### src/rtl/acesso_pkg.sv
// -----------------------------------------------------------------------------
// acesso_pkg
// Shared definitions for the access sequencer front-end: code width, the
// "no permission" code, the sequencer state encoding and a counter-width
// helper used to size the internal timers.
// -----------------------------------------------------------------------------
package acesso_pkg;

  localparam int CODE_W = 3;
  localparam logic [CODE_W-1:0] CODE_NONE = 3'b000;

  typedef enum logic [2:0] {
    IDLE       = 3'd0,
    GET_FUNC   = 3'd1,
    CHECK      = 3'd2,
    SHOW_GRANT = 3'd3,
    SHOW_DENY  = 3'd4,
    LOCKOUT    = 3'd5
  } state_t;

  // Width of a counter that counts 0 .. n-1; never narrower than one bit.
  function automatic int cnt_w(input int n);
    return (n <= 1) ? 1 : $clog2(n);
  endfunction

endpackage

### src/rtl/filtro_botao.sv
// -----------------------------------------------------------------------------
// filtro_botao
// Button conditioner: produces a clean level and a one-cycle pulse on each
// 0->1 transition of that level.
//
// Build option: DEBOUNCE_EN
//   defined   - input goes through a 2-flop synchronizer and a stability
//               filter; the level changes only after DEBOUNCE_CYCLES
//               consecutive samples that differ from the current level.
//   undefined - input is taken as clean and synchronous.
//
// Ports:
//   clk    in  system clock
//   rst_n  in  asynchronous active-low reset
//   btn    in  raw button level
//   level  out conditioned level
//   pulse  out one-cycle pulse on each rising edge of level
// -----------------------------------------------------------------------------
module filtro_botao
  import acesso_pkg::*;
#(
  parameter int DEBOUNCE_CYCLES = 4
) (
  input  logic clk,
  input  logic rst_n,
  input  logic btn,
  output logic level,
  output logic pulse
);

  logic level_q;

`ifdef DEBOUNCE_EN
  localparam int DB_W = cnt_w(DEBOUNCE_CYCLES);
  localparam logic [DB_W-1:0] DB_LAST = DB_W'(DEBOUNCE_CYCLES - 1);

  logic [1:0]      sync_q;
  logic            filt_q;
  logic [DB_W-1:0] db_cnt;

  always_ff @(posedge clk or negedge rst_n) begin
    if (!rst_n) begin
      sync_q <= '0;
      filt_q <= 1'b0;
      db_cnt <= '0;
    end else begin
      sync_q <= {sync_q[0], btn};
      // Any sample equal to the current level restarts the stability count.
      if (sync_q[1] == filt_q) begin
        db_cnt <= '0;
      end else if (db_cnt == DB_LAST) begin
        filt_q <= sync_q[1];
        db_cnt <= '0;
      end else begin
        db_cnt <= db_cnt + 1'b1;
      end
    end
  end

  assign level = filt_q;
`else
  // Keeps the filter length referenced when filtering is compiled out.
  logic [31:0] unused_cfg;
  assign unused_cfg = 32'(DEBOUNCE_CYCLES);

  assign level = btn;
`endif

  // Previous-sample register for edge detection; it runs in every state so a
  // press held across a state change never fires late.
  always_ff @(posedge clk or negedge rst_n) begin
    if (!rst_n) begin
      level_q <= 1'b0;
    end else begin
      level_q <= level;
    end
  end

  assign pulse = level & ~level_q;

endmodule

### src/rtl/sequenciador_acesso.sv
// -----------------------------------------------------------------------------
// sequenciador_acesso
// Front-end for the permission verifier. Collects a user code and then a
// function code from the switches (each confirmed by a button press), drives
// them to the verifier, samples its result for one cycle, shows grant or deny
// for SHOW_CYCLES cycles and locks the panel for LOCK_CYCLES cycles after
// MAX_DENY consecutive denials. GET_FUNC aborts after TIMEOUT_CYCLES idle
// cycles.
//
// Build option: DEBOUNCE_EN (see filtro_botao) conditions confirm and cancel.
//
// Ports:
//   clk           in  system clock, rising edge
//   rst_n         in  asynchronous active-low reset
//   sw[2:0]       in  code switches
//   confirm       in  confirm button, active-high level
//   cancel        in  cancel button, active-high level
//   perm_in[2:0]  in  verifier result, 000 = no permission
//   user_out[2:0] out registered user code to verifier
//   func_out[2:0] out registered function code to verifier
//   granted_func  out latched granted function, 000 when not granted
//   grant         out high during grant display
//   deny          out high during deny display
//   locked        out high during lockout
//   busy          out high in any state except IDLE
// -----------------------------------------------------------------------------
module sequenciador_acesso
  import acesso_pkg::*;
#(
  parameter int SHOW_CYCLES     = 8,
  parameter int MAX_DENY        = 3,
  parameter int LOCK_CYCLES     = 16,
  parameter int TIMEOUT_CYCLES  = 32,
  parameter int DEBOUNCE_CYCLES = 4
) (
  input  logic              clk,
  input  logic              rst_n,
  input  logic [CODE_W-1:0] sw,
  input  logic              confirm,
  input  logic              cancel,
  input  logic [CODE_W-1:0] perm_in,
  output logic [CODE_W-1:0] user_out,
  output logic [CODE_W-1:0] func_out,
  output logic [CODE_W-1:0] granted_func,
  output logic              grant,
  output logic              deny,
  output logic              locked,
  output logic              busy
);

  // One timer serves the timeout, the display hold and the lockout, so it is
  // sized for the longest of the three.
  localparam int TIMER_MAX =
    (TIMEOUT_CYCLES > SHOW_CYCLES)
      ? ((TIMEOUT_CYCLES > LOCK_CYCLES) ? TIMEOUT_CYCLES : LOCK_CYCLES)
      : ((SHOW_CYCLES > LOCK_CYCLES) ? SHOW_CYCLES : LOCK_CYCLES);
  localparam int TIMER_W = cnt_w(TIMER_MAX);
  localparam int DENY_W  = cnt_w(MAX_DENY);

  localparam logic [TIMER_W-1:0] TIMEOUT_LAST = TIMER_W'(TIMEOUT_CYCLES - 1);
  localparam logic [TIMER_W-1:0] SHOW_LAST    = TIMER_W'(SHOW_CYCLES - 1);
  localparam logic [TIMER_W-1:0] LOCK_LAST    = TIMER_W'(LOCK_CYCLES - 1);
  localparam logic [DENY_W-1:0]  DENY_LAST    = DENY_W'(MAX_DENY - 1);

  state_t              state, state_next;
  logic [TIMER_W-1:0]  timer;
  logic [DENY_W-1:0]   deny_cnt;

  logic confirm_p, confirm_lvl;
  logic cancel_p,  cancel_lvl;

  filtro_botao #(.DEBOUNCE_CYCLES(DEBOUNCE_CYCLES)) u_filtro_confirm (
    .clk   (clk),
    .rst_n (rst_n),
    .btn   (confirm),
    .level (confirm_lvl),
    .pulse (confirm_p)
  );

  filtro_botao #(.DEBOUNCE_CYCLES(DEBOUNCE_CYCLES)) u_filtro_cancel (
    .clk   (clk),
    .rst_n (rst_n),
    .btn   (cancel),
    .level (cancel_lvl),
    .pulse (cancel_p)
  );

  // Confirm acts on its edge, cancel on its level.
  logic unused_btn;
  assign unused_btn = confirm_lvl ^ cancel_p;

  // ---------------------------------------------------------------------------
  // Next-state logic
  // ---------------------------------------------------------------------------
  always_comb begin
    // NOTE: default assignment first, so no path through the case leaves
    // state_next unassigned and no latch is inferred.
    state_next = state;
    unique case (state)
      IDLE: begin
        if (confirm_p && !cancel_lvl) state_next = GET_FUNC;
      end
      GET_FUNC: begin
        // Cancel beats a simultaneous confirm; an expired timer acts as cancel.
        if (cancel_lvl || (!confirm_p && timer == TIMEOUT_LAST)) begin
          state_next = IDLE;
        end else if (confirm_p) begin
          state_next = CHECK;
        end
      end
      CHECK: begin
        if (perm_in != CODE_NONE)     state_next = SHOW_GRANT;
        else if (deny_cnt == DENY_LAST) state_next = LOCKOUT;
        else                          state_next = SHOW_DENY;
      end
      SHOW_GRANT, SHOW_DENY: begin
        if (timer == SHOW_LAST) state_next = IDLE;
      end
      LOCKOUT: begin
        if (timer == LOCK_LAST) state_next = IDLE;
      end
      default: state_next = IDLE;
    endcase
  end

  // ---------------------------------------------------------------------------
  // State, timers, codes and registered indications
  // ---------------------------------------------------------------------------
  // NOTE: sequential state uses non-blocking assignments so every register
  // samples the pre-edge values, independent of statement order.
  always_ff @(posedge clk or negedge rst_n) begin
    if (!rst_n) begin
      state        <= IDLE;
      timer        <= '0;
      deny_cnt     <= '0;
      user_out     <= CODE_NONE;
      func_out     <= CODE_NONE;
      granted_func <= CODE_NONE;
      grant        <= 1'b0;
      deny         <= 1'b0;
      locked       <= 1'b0;
      busy         <= 1'b0;
    end else begin
      state <= state_next;

      // Indications are decoded from the next state so they line up with it.
      busy   <= (state_next != IDLE);
      grant  <= (state_next == SHOW_GRANT);
      deny   <= (state_next == SHOW_DENY);
      locked <= (state_next == LOCKOUT);

      // Timer restarts on every state change and counts cycles spent in the
      // current state.
      if (state_next != state || state == IDLE) timer <= '0;
      else                                      timer <= timer + 1'b1;

      unique case (state)
        IDLE: begin
          if (cancel_lvl) begin
            user_out <= CODE_NONE;
            func_out <= CODE_NONE;
          end else if (confirm_p) begin
            user_out <= sw;
          end
        end
        GET_FUNC: begin
          if (state_next == IDLE) begin
            user_out <= CODE_NONE;
            func_out <= CODE_NONE;
          end else if (confirm_p) begin
            func_out <= sw;
          end
        end
        CHECK: begin
          granted_func <= perm_in;
          // The lockout path leaves the count at MAX_DENY-1; it is cleared
          // when lockout ends, so it never wraps.
          if (perm_in != CODE_NONE)    deny_cnt <= '0;
          else if (deny_cnt != DENY_LAST) deny_cnt <= deny_cnt + 1'b1;
        end
        SHOW_GRANT, SHOW_DENY: begin
          if (state_next == IDLE) begin
            user_out     <= CODE_NONE;
            func_out     <= CODE_NONE;
            granted_func <= CODE_NONE;
          end
        end
        LOCKOUT: begin
          if (state_next == IDLE) deny_cnt <= '0;
        end
        default: ;
      endcase
    end
  end

endmodule

### config.mk
export PLATFORM = sky130hd
export DESIGN_NAME = sequenciador_acesso
export DESIGN_NICKNAME = d
export VERILOG_FILES = /design/src/rtl/acesso_pkg.sv /design/src/rtl/filtro_botao.sv /design/src/rtl/sequenciador_acesso.sv
export SDC_FILE = /design/constraint.sdc
export NUM_CORES = 1
export LEC_CHECK = 0
export ABC_AREA = 1
export BUFFER_PORTS_ARGS = -buffer_cell sky130_fd_sc_hd__buf_2
export CAP_MARGIN = 20
export CELL_PAD_IN_SITES_DETAIL_PLACEMENT = 2
export CELL_PAD_IN_SITES_GLOBAL_PLACEMENT = 2
export CORE_ASPECT_RATIO = 0.75
export CORE_MARGIN = 10
export CORE_UTILIZATION = 29
export CTS_BUF_LIST = sky130_fd_sc_hd__clkbuf_16
export DETAILED_ROUTE_END_ITERATION = 6
export PLACE_DENSITY = 0.77
export SETUP_SLACK_MARGIN = 0.2
export SKIP_CTS_REPAIR_TIMING = 1
export SLEW_MARGIN = 0
export SYNTH_ARGS = -nofsm -noshare
export SYNTH_HDL_FRONTEND = slang
export SYNTH_HIERARCHICAL = 1
export SYNTH_SLANG_ARGS = --single-unit
export TNS_END_PERCENT = 100
### constraint.sdc
create_clock -name clk -period 1.7 [get_ports clk]
set_clock_uncertainty 0.15 [all_clocks]
set_input_delay 0.34 -clock clk [delete_from_list [all_inputs] [get_ports clk]]
set_output_delay 0.34 -clock clk [all_outputs]
set_load 0.01 [all_outputs]
==> results_dict.tcl, run 1 <==
set metrics [dict create \
    postRouteWirelength_mm 5.38 \
    multi_input_area_um2 768 \
    violations "setup timing" \
    hp-class "in2reg" \
    status "complete, but fails checks" \
    startpoint_type "flop" \
    dieArea_mm2 0.00773 \
    setup_viol 21 \
    ir_drop_mv 0.723 \
    synth_nets 179 \
    drive_gt1_share_pct 48.4 \
    avgSynthCellArea_um2 8.08 \
    timing.critical_path.mode_cell "nand2_1" \
    endpoint_kind "flop" \
    die_h_um 78.7 \
    placement.io_buffers 22 \
    drv_cap 0 \
    fin_crit_ns 2.13 \
    ant_nets 0 \
    fin_nets 237 \
    fillers 490 \
    diodes 0 \
    worst_ep_required_time_ns 1.70 \
    reg2reg_slack_ns -0.43 \
    rsz0062_at_grt "yes" \
    remaining_drc_errors 0 \
    cp.arrival_ns 2.13 \
    chipWidth_um 98.3 \
    final-hold-violation-count 0 \
    cts_buffer_depth 2 \
    row_count 21 \
    io_pins 23 \
    numCtsBuffers 3 \
    leakagePower_uw 0.00106 \
    routedWlPerCell_um 19.4 \
    crit_path_max_incr_delay_ns 0.36 \
    antenna_found_initial 0 \
    max_freq_ghz 0.469 \
    insertion_delay_ns 0.26 \
    crit_chain "ha_2, nand2_4, nor2_4, ha_2, inv_2, nand2_2, buf_4, nand3_4, nor2_4, nand3_1, nand2_2, nand2_1, nand2_1, nand2_1" \
    power_density_mw_per_mm2 1830 \
    core_area_mm2 0.00444 \
    maxSlewHeadroom_pct 63.2 \
    maxSlewViolCount 0 \
    place_hpwl_mm 3.65 \
    drt_pass1_iterations 4 \
    grt_max_degree 25 \
    fin_crit_sh_pct 126 \
    cp_slowest_cell "dfrtp_1" \
    place.gp.congestion 0.800 \
    h-tree-depth 1 \
    overflow 0 \
    syn_area_mm2 0.00133 \
    critPathKind "reg2reg" \
    clockRootBuffer "clkbuf_16" \
    vias 1311 \
    cts.sinks 24 \
    final-seq-area_um2 602 \
    cts_tree "done" \
    synth_cells 165 \
    routed_via_density 4.72 \
    tightest_slew_ns 0.552 \
    grt.total_usage_pct 11.6 \
    crit_fanout 3 \
    clk_pin_slew_worst_paths_ns 0.06 \
    grt_pass1_vias 1406 \
    drt-initial-drc-count 42 \
    synth_warnings 6 \
    total_power_uw 3620 \
    fin_ws_ns -0.434 \
    grt_pass1_wl_mm 7.33 \
    finalCoreUtilization_pct 44.5 \
    area_delta_synth_final_pct 48.5 \
    initial_utilization_pct 30.0 \
]
-- flip-flops by register name (all words and copies together), names as in the netlist --
register / cells
u_filtro_confirm/level_q: 1
timer: 5
grant: 1
granted_func: 3
busy: 1
deny_cnt: 2
deny: 1
locked: 1
state: 3
func_out: 3
user_out: 3
-- area by class of cell --
cell class,instances,area share [%]
clock buffer,3,3.80
tap,57,3.61
inverter,26,4.93
timing repair buffer,54,18.4
sequential,24,30.4
multi-input combinational,114,38.8
-- where the power goes --
| part | total (uW) | switching (uW) | internal (uW) |
|---|---|---|---|
| registers | 880 | 140 | 740 |
| clock network | 513 | 201 | 312 |
| logic | 2230 | 1350 | 876 |
-- critical path: cells and delay by family (launching register included) --
family / cells / cell delay (ns)
simple gates: 10 / 0.95
fa+ha+maj: 2 / 0.39
flops: 1 / 0.36
buf+inv: 2 / 0.17
-- through the flow --
stage	cell area [um2]	hold slack, ns	instances	setup WS, ns	setup TNS (ns)
after global routing	1980	0.0547	278	-0.569	-9.97
after CTS	1750	-0.0601	269	-0.439	-6.82
final	1980	0.0516	278	-0.434	-7.48
after detailed placement	1680	0.218	266	-0.388	-5.98
after floorplan	1330	-0.106	165	-0.144	-2.06
after global placement	1680	0.204	266	-0.227	-3.52
-- routing by layer --
layer  track usage [%]  share of wire [%]  vias up
met4              2.57                1.7        0
met5                 0                  0        -
li1                  -                  -      625
met3              2.34                2.3        5
met2              20.9                 53       12
met1              13.9                 43      669
-- worst paths after layout --
kind                        startpoint                        to  cells after the start
max reg2reg                   timer[1]               deny_cnt[1]                     14
max in group asynchronous        rst_n                  state[1]                      2
min reg2reg                func_out[0]               func_out[0]                      2
min in group asynchronous        rst_n                  state[1]                      2
max                           timer[1]               deny_cnt[1]                     14
min                            confirm  u_filtro_confirm/level_q                      1
-- cell usage in the layout (no fill, tap or decap), types with 2 or more instances in the layout --
cell type	count
nand2_1	25
ha_1	2
nand3_2	2
ha_2	2
buf_4	28
nor2_4	6
nand2_4	8
inv_1	20
dfrtp_1	23
inv_2	6
nor2_1	17
nor3_1	2
o21ai_1	2
nand3_1	11
clkbuf_16	3
buf_6	3
o21ai_0	3
nand3_4	3
nand4_1	4
o21ai_2	4
nor2_2	7
buf_2	22
nand2_2	9
Power figures use the tool's default switching activity.
==> run 2: changes to the inputs <==
SETUP_SLACK_MARGIN = 0.02   (was 0.2)
==> results_dict.tcl, run 2 (synthesis gave the netlist of run 1 again) <==
set metrics [dict create \
    seq_power_share_pct 25.2 \
    dieArea_mm2 0.00773 \
    remaining_drc_errors 0 \
    drt-initial-drc-count 31 \
    p_int_uw 1960 \
    die_h_um 78.7 \
    grt_pass1_vias 1408 \
    place.gp.congestion 0.920 \
    cts_tree "done" \
    fin_nets 229 \
    io_pins 23 \
    leakagePower_uw 0.00101 \
    cts_buffer_depth 2 \
    clockRootBuffer "clkbuf_16" \
    routed_via_density 4.67 \
    rsz0062_at_grt "yes" \
    h-tree-depth 1 \
    placed_cells 262 \
    final-hold-violation-count 0 \
    grt_max_degree 25 \
    routedWlPerCell_um 18.4 \
    drv_cap 0 \
    max_freq_ghz 0.473 \
    place_hpwl_mm 3.33 \
    tns_ns -7.06 \
    numCtsBuffers 3 \
    r2r_cells 11 \
    placement.io_buffers 22 \
    final_common_cell "nand2_1" \
    row_count 21 \
    area_delta_synth_final_pct 41.7 \
    cp.arrival_ns 2.16 \
    maxSlewHeadroom_pct 62.9 \
    drive_gt1_share_pct 41.1 \
    largest_reg_flops 5 \
    power_density_mw_per_mm2 1870 \
    tightest_slew_ns 0.557 \
    cts.sinks 24 \
    drt_pass1_iterations 4 \
    crit_chain "ha_2, nand2_2, nor2_2, ha_2, inv_2, nand2_4, nand3_4, nor2_4, xor2_1, nand3_2, nor2_1" \
    grt_pass1_wl_mm 6.97 \
    cp.buffers_inverters 1 \
    fin_crit_ns 2.12 \
    startpoint_type "flop" \
    hold_ws_ns 0.0520 \
    final_cell_mix "nand2_1, dfrtp_1" \
    chipWidth_um 98.3 \
    violations "setup timing" \
    clk_pin_slew_worst_paths_ns 0.06 \
    hold_depth 1 \
    p_sw_uw 1570 \
    endpoint_kind "flop" \
    hp-class "in2reg" \
    diodes 0 \
    timing.critical_path.mode_cell "ha_2" \
    crit_fanout 5 \
    initial_utilization_pct 30.0 \
    path_depth 11 \
    crit_path_max_incr_delay_ns 0.37 \
    fin_cells 271 \
    worst_ep_required_time_ns 1.74 \
    maxSlewViolCount 0 \
    grt.total_usage_pct 10.7 \
    place_ws_ns -0.417 \
    cp_slowest_cell "dfrtp_1" \
    power_frac_comb_pct 55.2 \
    overflow 0 \
    postRouteWirelength_mm 4.99 \
    p_clk_share_pct 19.5 \
    ant_nets 0 \
    fin_ws_ns -0.416 \
    antenna_found_initial 0 \
    insertion_delay_ns 0.27 \
    core_area_mm2 0.00444 \
    ir_drop_mv 0.697 \
    fin_crit_sh_pct 124 \
    setup_viol 20 \
    switching_share_pct 44.4 \
    regMostFlops "timer" \
    cp_top_family "simple AND/OR/NAND/NOR gates" \
    critPathKind "reg2reg" \
    vias 1265 \
    status "complete, but fails checks" \
]
[run 2: cell types whose count changed in the layout (fill, tap and decap cells not counted), sizes merged]
cell | previous run | this run
bufinv | 0 | 1
buf | 53 | 45
[run 2: layout make-up]
type | count | area (um2)
timing repair buffer | 46 | 297
multi-input combinational | 114 | 717
inverter | 26 | 97.6
clock inverter | 1 | 30.0
fill | 500 | 2550
tap | 57 | 71.3
sequential | 24 | 601
clock buffer | 3 | 75.1
[run 2: metrics by stage]
stage | util, % | instance area (um2) | total power (uW)
final | 42.5 | 1890 | 3530
after global routing | 42.5 | 1890 | 3790
after CTS | 39.5 | 1750 | 3210
after detailed placement | 37.1 | 1650 | 2490
after global placement | 37.1 | 1650 | 2390
after floorplan | - | 1330 | 1820
[run 2: metal layers]
layer	vias up	wire, um	GRT usage [%]
met5	-	0	0
met4	0	20	1.57
met3	3	119	2.60
met2	11	2660	19.1
met1	636	2190	13.0
li1	615	-	-
[run 2: path summary, 6_finish.rpt]
| kind | start | endpoint | slack [ns] |
|---|---|---|---|
| max | timer[1] | timer[0] | -0.42 |
| min | confirm | u_filtro_confirm/level_q | 0.05 |
| max reg2reg | timer[1] | timer[0] | -0.42 |
| min reg2reg | func_out[2] | func_out[2] | 0.34 |
| max in group asynchronous | rst_n | u_filtro_confirm/level_q | 0.57 |
| min in group asynchronous | rst_n | state[0] | 0.46 |
[run 2: worst register-to-register path: cells and delay by family, from the launching register on]
kind | cells | cell delay, ns
and+or+nand+nor | 7 | 0.89
xor gates and xnor gates | 1 | 0.19
DFF | 1 | 0.37
adders and majority gates | 2 | 0.40
buffers and inverters | 1 | 0.05
[run 2: power groups by stage]
stage	clock, uW	combinational, uW	sequential [uW]
after detailed placement	0	1610	883
after CTS	688	1640	877
final	690	1950	891
after floorplan	0	918	905
after global routing	727	2140	920
after global placement	0	1530	863
